===== src/rtl/multicycle_control_unit.sv =====
// multicycle_control_unit: Moore FSM sequencing the shared-memory, shared-ULA multicycle MIPS datapath
// Ports: clk, reset (sync, active-high); OP/Funct from the instruction register;
// datapath controls IorD, MemWrite, IRWrite, PCWrite, Branch, PCSrc, ULASrcA, ULASrcB,
// ULAControl, RegDst, MemtoReg, RegWrite; InstrDone pulses in each instruction's last state;
// State exposes the current state encoding.
module multicycle_control_unit #(
  parameter int WIDTH = 6
) (
  input  logic             clk,
  input  logic             reset,
  input  logic [WIDTH-1:0] OP,
  input  logic [WIDTH-1:0] Funct,
  output logic             IorD,
  output logic             MemWrite,
  output logic             IRWrite,
  output logic             PCWrite,
  output logic             Branch,
  output logic [1:0]       PCSrc,
  output logic             ULASrcA,
  output logic [1:0]       ULASrcB,
  output logic [2:0]       ULAControl,
  output logic             RegDst,
  output logic             MemtoReg,
  output logic             RegWrite,
  output logic             InstrDone,
  output logic [3:0]       State
);
  typedef enum logic [3:0] {
    FETCH    = 4'd0,
    DECODE   = 4'd1,
    MEMADR   = 4'd2,
    MEMRD    = 4'd3,
    MEMWB    = 4'd4,
    MEMWR    = 4'd5,
    EXECUTE  = 4'd6,
    ALUWB    = 4'd7,
    BRANCH   = 4'd8,
    ADDIEXEC = 4'd9,
    ADDIWB   = 4'd10,
    JUMP     = 4'd11
  } state_t;
  typedef struct packed {
    logic       iord;
    logic       mem_write;
    logic       ir_write;
    logic       pc_write;
    logic       branch;
    logic [1:0] pc_src;
    logic       ula_src_a;
    logic [1:0] ula_src_b;
    logic [2:0] ula_control;
    logic       reg_dst;
    logic       mem_to_reg;
    logic       reg_write;
    logic       instr_done;
  } ctrl_t;
  localparam logic [WIDTH-1:0] OP_R    = WIDTH'(6'b000000);
  localparam logic [WIDTH-1:0] OP_LW   = WIDTH'(6'b100011);
  localparam logic [WIDTH-1:0] OP_SW   = WIDTH'(6'b101011);
  localparam logic [WIDTH-1:0] OP_BEQ  = WIDTH'(6'b000100);
  localparam logic [WIDTH-1:0] OP_ADDI = WIDTH'(6'b001000);
  localparam logic [WIDTH-1:0] OP_J    = WIDTH'(6'b000010);
  localparam logic [WIDTH-1:0] F_ADD   = WIDTH'(6'b100000);
  localparam logic [WIDTH-1:0] F_SUB   = WIDTH'(6'b100010);
  localparam logic [WIDTH-1:0] F_AND   = WIDTH'(6'b100100);
  localparam logic [WIDTH-1:0] F_OR    = WIDTH'(6'b100101);
  localparam logic [WIDTH-1:0] F_SLT   = WIDTH'(6'b101010);
  state_t           state_q, state_d;
  logic [WIDTH-1:0] op_q, op_d;
  logic [2:0]       alu_q, alu_d, alu_dec;
  logic             funct_ok;
  ctrl_t            ctrl_q, ctrl_d, ctrl;
  function automatic ctrl_t decode(input state_t s, input logic [2:0] alu);
    ctrl_t c;
    c = '0;
    case (s)
      FETCH: begin
        c.ula_src_b   = 2'b01;
        c.ula_control = 3'b010;
        c.ir_write    = 1'b1;
        c.pc_write    = 1'b1;
      end
      DECODE: begin
        c.ula_src_b   = 2'b11;
        c.ula_control = 3'b010;
      end
      MEMADR, ADDIEXEC: begin
        c.ula_src_a   = 1'b1;
        c.ula_src_b   = 2'b10;
        c.ula_control = 3'b010;
      end
      MEMRD: c.iord = 1'b1;
      MEMWB: begin
        c.mem_to_reg = 1'b1;
        c.reg_write  = 1'b1;
        c.instr_done = 1'b1;
      end
      MEMWR: begin
        c.iord       = 1'b1;
        c.mem_write  = 1'b1;
        c.instr_done = 1'b1;
      end
      EXECUTE: begin
        c.ula_src_a   = 1'b1;
        c.ula_control = alu;
      end
      ALUWB: begin
        c.reg_dst    = 1'b1;
        c.reg_write  = 1'b1;
        c.instr_done = 1'b1;
      end
      BRANCH: begin
        c.ula_src_a   = 1'b1;
        c.ula_control = 3'b110;
        c.pc_src      = 2'b01;
        c.branch      = 1'b1;
        c.instr_done  = 1'b1;
      end
      ADDIWB: begin
        c.reg_write  = 1'b1;
        c.instr_done = 1'b1;
      end
      JUMP: begin
        c.pc_src     = 2'b10;
        c.pc_write   = 1'b1;
        c.instr_done = 1'b1;
      end
      default: c = '0;
    endcase
    return c;
  endfunction
  always_comb begin
    alu_dec  = Funct == F_ADD ? 3'b010 :
               Funct == F_SUB ? 3'b110 :
               Funct == F_AND ? 3'b000 :
               Funct == F_OR  ? 3'b001 :
               Funct == F_SLT ? 3'b111 : 3'b000;
    funct_ok = Funct inside {F_ADD, F_SUB, F_AND, F_OR, F_SLT};
  end
  always_comb begin
    state_d = FETCH;
    case (state_q)
      FETCH:    state_d = DECODE;
      DECODE:   state_d = (OP == OP_LW || OP == OP_SW) ? MEMADR :
                          (OP == OP_R && funct_ok)     ? EXECUTE :
                          OP == OP_BEQ                 ? BRANCH :
                          OP == OP_ADDI                ? ADDIEXEC :
                          OP == OP_J                   ? JUMP : FETCH;
      MEMADR:   state_d = op_q == OP_SW ? MEMWR : MEMRD;
      MEMRD:    state_d = MEMWB;
      EXECUTE:  state_d = ALUWB;
      ADDIEXEC: state_d = ADDIWB;
      default:  state_d = FETCH;
    endcase
  end
  // OP and the Funct decode are captured while leaving DECODE so later states ignore the live inputs
  always_comb begin
    op_d   = state_q == DECODE ? OP : op_q;
    alu_d  = state_q == DECODE ? alu_dec : alu_q;
    ctrl_d = decode(state_d, alu_d);
  end
  // controls are registered from the next state, so they reflect the current state with no decode delay
  always_ff @(posedge clk) begin
    if (reset) begin
      state_q <= FETCH;
      op_q    <= '0;
      alu_q   <= '0;
      ctrl_q  <= decode(FETCH, 3'b000);
    end else begin
      state_q <= state_d;
      op_q    <= op_d;
      alu_q   <= alu_d;
      ctrl_q  <= ctrl_d;
    end
  end
  // reset forces every output low immediately, aborting any in-flight write
  assign ctrl       = reset ? '0 : ctrl_q;
  assign State      = reset ? 4'd0 : state_q;
  assign IorD       = ctrl.iord;
  assign MemWrite   = ctrl.mem_write;
  assign IRWrite    = ctrl.ir_write;
  assign PCWrite    = ctrl.pc_write;
  assign Branch     = ctrl.branch;
  assign PCSrc      = ctrl.pc_src;
  assign ULASrcA    = ctrl.ula_src_a;
  assign ULASrcB    = ctrl.ula_src_b;
  assign ULAControl = ctrl.ula_control;
  assign RegDst     = ctrl.reg_dst;
  assign MemtoReg   = ctrl.mem_to_reg;
  assign RegWrite   = ctrl.reg_write;
  assign InstrDone  = ctrl.instr_done;
endmodule


===== config.mk =====
export PLATFORM = sky130hd
export DESIGN_NAME = multicycle_control_unit
export DESIGN_NICKNAME = d
export VERILOG_FILES = /design/src/rtl/multicycle_control_unit.sv
export SDC_FILE = /design/constraint.sdc
export NUM_CORES = 1
export LEC_CHECK = 0
export ABC_AREA = 1
export BUFFER_PORTS_ARGS = -buffer_cell sky130_fd_sc_hd__buf_4
export CORE_ASPECT_RATIO = 1.25
export CORE_MARGIN = 3
export CORE_UTILIZATION = 35
export CTS_CLUSTER_DIAMETER = 50
export DETAILED_ROUTE_END_ITERATION = 6
export PLACE_DENSITY = 0.69
export SLEW_MARGIN = 20
export SYNTH_ARGS = -nofsm -noshare
export SYNTH_HDL_FRONTEND = slang
export SYNTH_SLANG_ARGS = --single-unit

===== constraint.sdc =====
create_clock -name clk -period 1.45 [get_ports clk]
set_input_delay 0.29 -clock clk [delete_from_list [all_inputs] [get_ports clk]]
set_output_delay 0.29 -clock clk [all_outputs]
set_load 0.005 [all_outputs]

==> run_results.csv <==
group,metric,value,unit
placement,io_buffers,34,
logic_synthesis,yosys_warnings,0,
global_route,grt_pass1_wl,5450,um
logic_synthesis,yosys.cell_types.count,26,
setup_path,slowest_delay,0.33,ns
logic_synthesis,yosys-top-cells-count,"nor2_1 (48), inv_1 (35), nand2_1 (34)",
sta,finClkSkew,0.00395,ns
hold_path,min_to,"op_q[0]",
sta,setup_viol,0,
clock_network,htreeDepth,2,
layout,design_area,2100,um2
setup_path,arrival,1.58,ns
placement,dpl_cell_area,1960,um2
layout,drive_gt1_share,35.3,%
floorplan,start_util,37.5,%
sta,setup_tns,0,ns
logic_synthesis,synth_top_cell_area_share,39.9,%
setup_path,startpoint_type,"flop",
clock_network,post-cts-setup-buffers,0,
sta,max_freq,712,MHz
hold_path,hold_path.startpoint,"OP[0]",
setup_path,critPathCaptureType,"flop",
route,post-route-drc-count,0,
hold_path,hold_path.class,"in -> reg",
logic_synthesis,synth_fp_nets,234,
setup_path,reg2reg_slack,0.05,ns
flow_run,drv_cap,0,
setup_path,reg2reg_from,"state_q[2]",
sta,worst_pin_slew,0.345,ns
sta,maxSlewViolCount,0,
route,drtIter0Drc,43,
global_route,grtUsageTotal,13.8,%
floorplan,rows,25,
setup_path,critPathMostFrequentCell,"nand2_1",
placement,preCtsSetupSlack,-0.129,ns
route,drt-total-wl,3250,um
setup_path,reg2regPathDepth,10,
route,drt_pass1_iterations,4,
layout,final_core_util,54.2,%
clock_network,cts-root-buf,"clkbuf_8",
placement,dp.final_hpwl,2650,um
logic_synthesis,synth.most_common_cell,"nor2_1",
route,wire_per_inst,9.63,um
setup_path,path_class,"reg -> reg",
floorplan,top_level_ports,35,
setup_path,cp_cell_sequence,"nor2_4 > buf_4 > nand2_1 > nand2_1 > nand2_2 > buf_4 > nand3_2 > nand2_1 > nor2_1 > nor2_1",
setup_path,path_max_fanout,5,
route,vias,1492,
pwr,p_leak,1.11,nW
clock_network,clock_latency,0.28,ns
floorplan,fp.dieW,63.6,um
global_route,grt_pass1_vias,1330,
sta,post-route-period-util,96.8,%
pwr,ir_worst_vdd,0.547,mV
logic_synthesis,synthArstFlopShare,0,%
clock_network,cts_tree,"done",
placement,placedCellCount,329,
clock_network,clock-sinks,29,
floorplan,coreArea,3880,um2
floorplan,die_h,78.1,um
sta,setup_ws,0.0461,ns
clock_network,cts-hold-fix-buffers,0,
layout,instances_no_fill,337,
sta,fin_crit,1.40,ns
sta,rsz0062_at_grt,"true",
route,via_per_inst,4.43,
logic_synthesis,synth_area_leaders,"dfxtp_1 (40%), nor2_1 (12%), inv_1 (9.0%), nand2_1 (8.8%), nand3_1 (5.2%)",
clock_network,numCtsBuffers,5,
floorplan,dieArea,4970,um2
layout,n_antenna_cell,0,
clock_network,cts_buffer_depth,2,
logic_synthesis,synth_seq_cells,29,
sta,holdWs,0.288,ns
setup_path,crit_path_top_delay_cell,"dfxtp_1",
sta,relSlewSlack,76.8,%
outcome,status,"finished clean",
setup_path,rr_endpoint,"ctrl_q[9]",
clock_network,path_clk_slew,0.06,ns
global_route,antenna_found_initial,0,
hold_path,whs_path_depth,3,
pwr,power,1.86,mW
layout,final_nets,296,
logic_synthesis,synth_area_per_cell,6.61,um2
logic_synthesis,seq_area_frac_synth,39.9,%
logic_synthesis,synthFlopType,"dfxtp_1",
logic_synthesis,synth_edf_count,0,
placement,gp_congestion,0.907,
route,ant_nets,0,
logic_synthesis,yosysTopAreaCell,"dfxtp_1",
pwr,p_per_area,886,nW/um2
global_route,overflow,0,
logic_synthesis,syn_inst,220,
setup_path,critPathRequiredTime,1.62,ns
layout,syn_to_final_growth,44.6,%
logic_synthesis,syn_area,1450,um2
global_route,grt_max_degree,22,
sta,hold_violations,0,
-- layout make-up --
class	instances	area [um2]
clock inverters	1	5.00
inverters	41	156
flip-flops and latches	29	587
multi-input cells	143	712
fillers	388	1780
repair buffers	62	478
clock buffers	7	96.3
well taps	54	67.6
-- what timing repair did --
action	4_1_cts	5_1_grt
pin swaps	0	7
gates cloned	0	0
gates resized for setup	1	12
setup endpoints to repair	2	11
-- power by group --
| group | leakage, nW | internal, mW | switching, mW |
|---|---|---|---|
| registers | 0.239 | 0.834 | 0.0156 |
| clock network | 0.0542 | 0.428 | 0.293 |
| logic | 0.816 | 0.139 | 0.151 |
-- cells in the final DEF, fill, tap and decap left out, drive strengths merged --
master	netlist	final
o21ai	11	11
nor3	4	4
and2	1	1
clkinv	0	1
nor2	52	52
nand3b	1	1
o21bai	1	1
nand4	4	4
a31oi	3	3
nand2	39	39
nor4	1	1
clkbuf	5	7
buf	2	62
dfxtp	29	29
nand3	19	19
inv	41	41
a21oi	6	6
o22ai	1	1
-- metal layers --
metal / share of wire [%] / global-route usage [%] / wire length (um) / vias up
met5: 0 / 0 / 0 / -
met4: 2.5 / 7.34 / 82 / 0
met3: 5.3 / 4.43 / 173 / 9
met2: 49 / 23.5 / 1590 / 44
met1: 43 / 15.2 / 1400 / 636
li1: - / - / - / 803
-- cells by family after synthesis --
| logic type | synth area share (%) |
|---|---|
| and+or+nand+nor | 38.1 |
| buffers and inverters | 13.2 |
| DFF | 39.9 |
| AOI/OAI and AO/OA | 8.78 |
-- flip-flops by register name (all words and copies together) (netlist names) --
signal and count:
alu_q 3, state_q 4, op_q 6, ctrl_q 16
-- worst max path at each step --
stage	endpoint	from	slack (ns)	cells after the start
global route	ctrl_q[5]	state_q[0]	-0.1	10
finish	ctrl_q[9]	state_q[2]	0.05	10
floorplan	ctrl_q[9]	state_q[0]	0.08	11
global placement	ctrl_q[5]	OP[4]	-0.07	12
detailed placement	ctrl_q[7]	OP[4]	-0.13	12
CTS	ctrl_q[9]	state_q[1]	0.0002	9
-- critical path: cells and delay by family (launching register included) --
family                 cells  cell delay (ns)
buffers and inverters      2             0.29
AND/OR/NAND/NOR            8             0.68
flip-flops                 1             0.33
(Power assumes the default switching activity.)
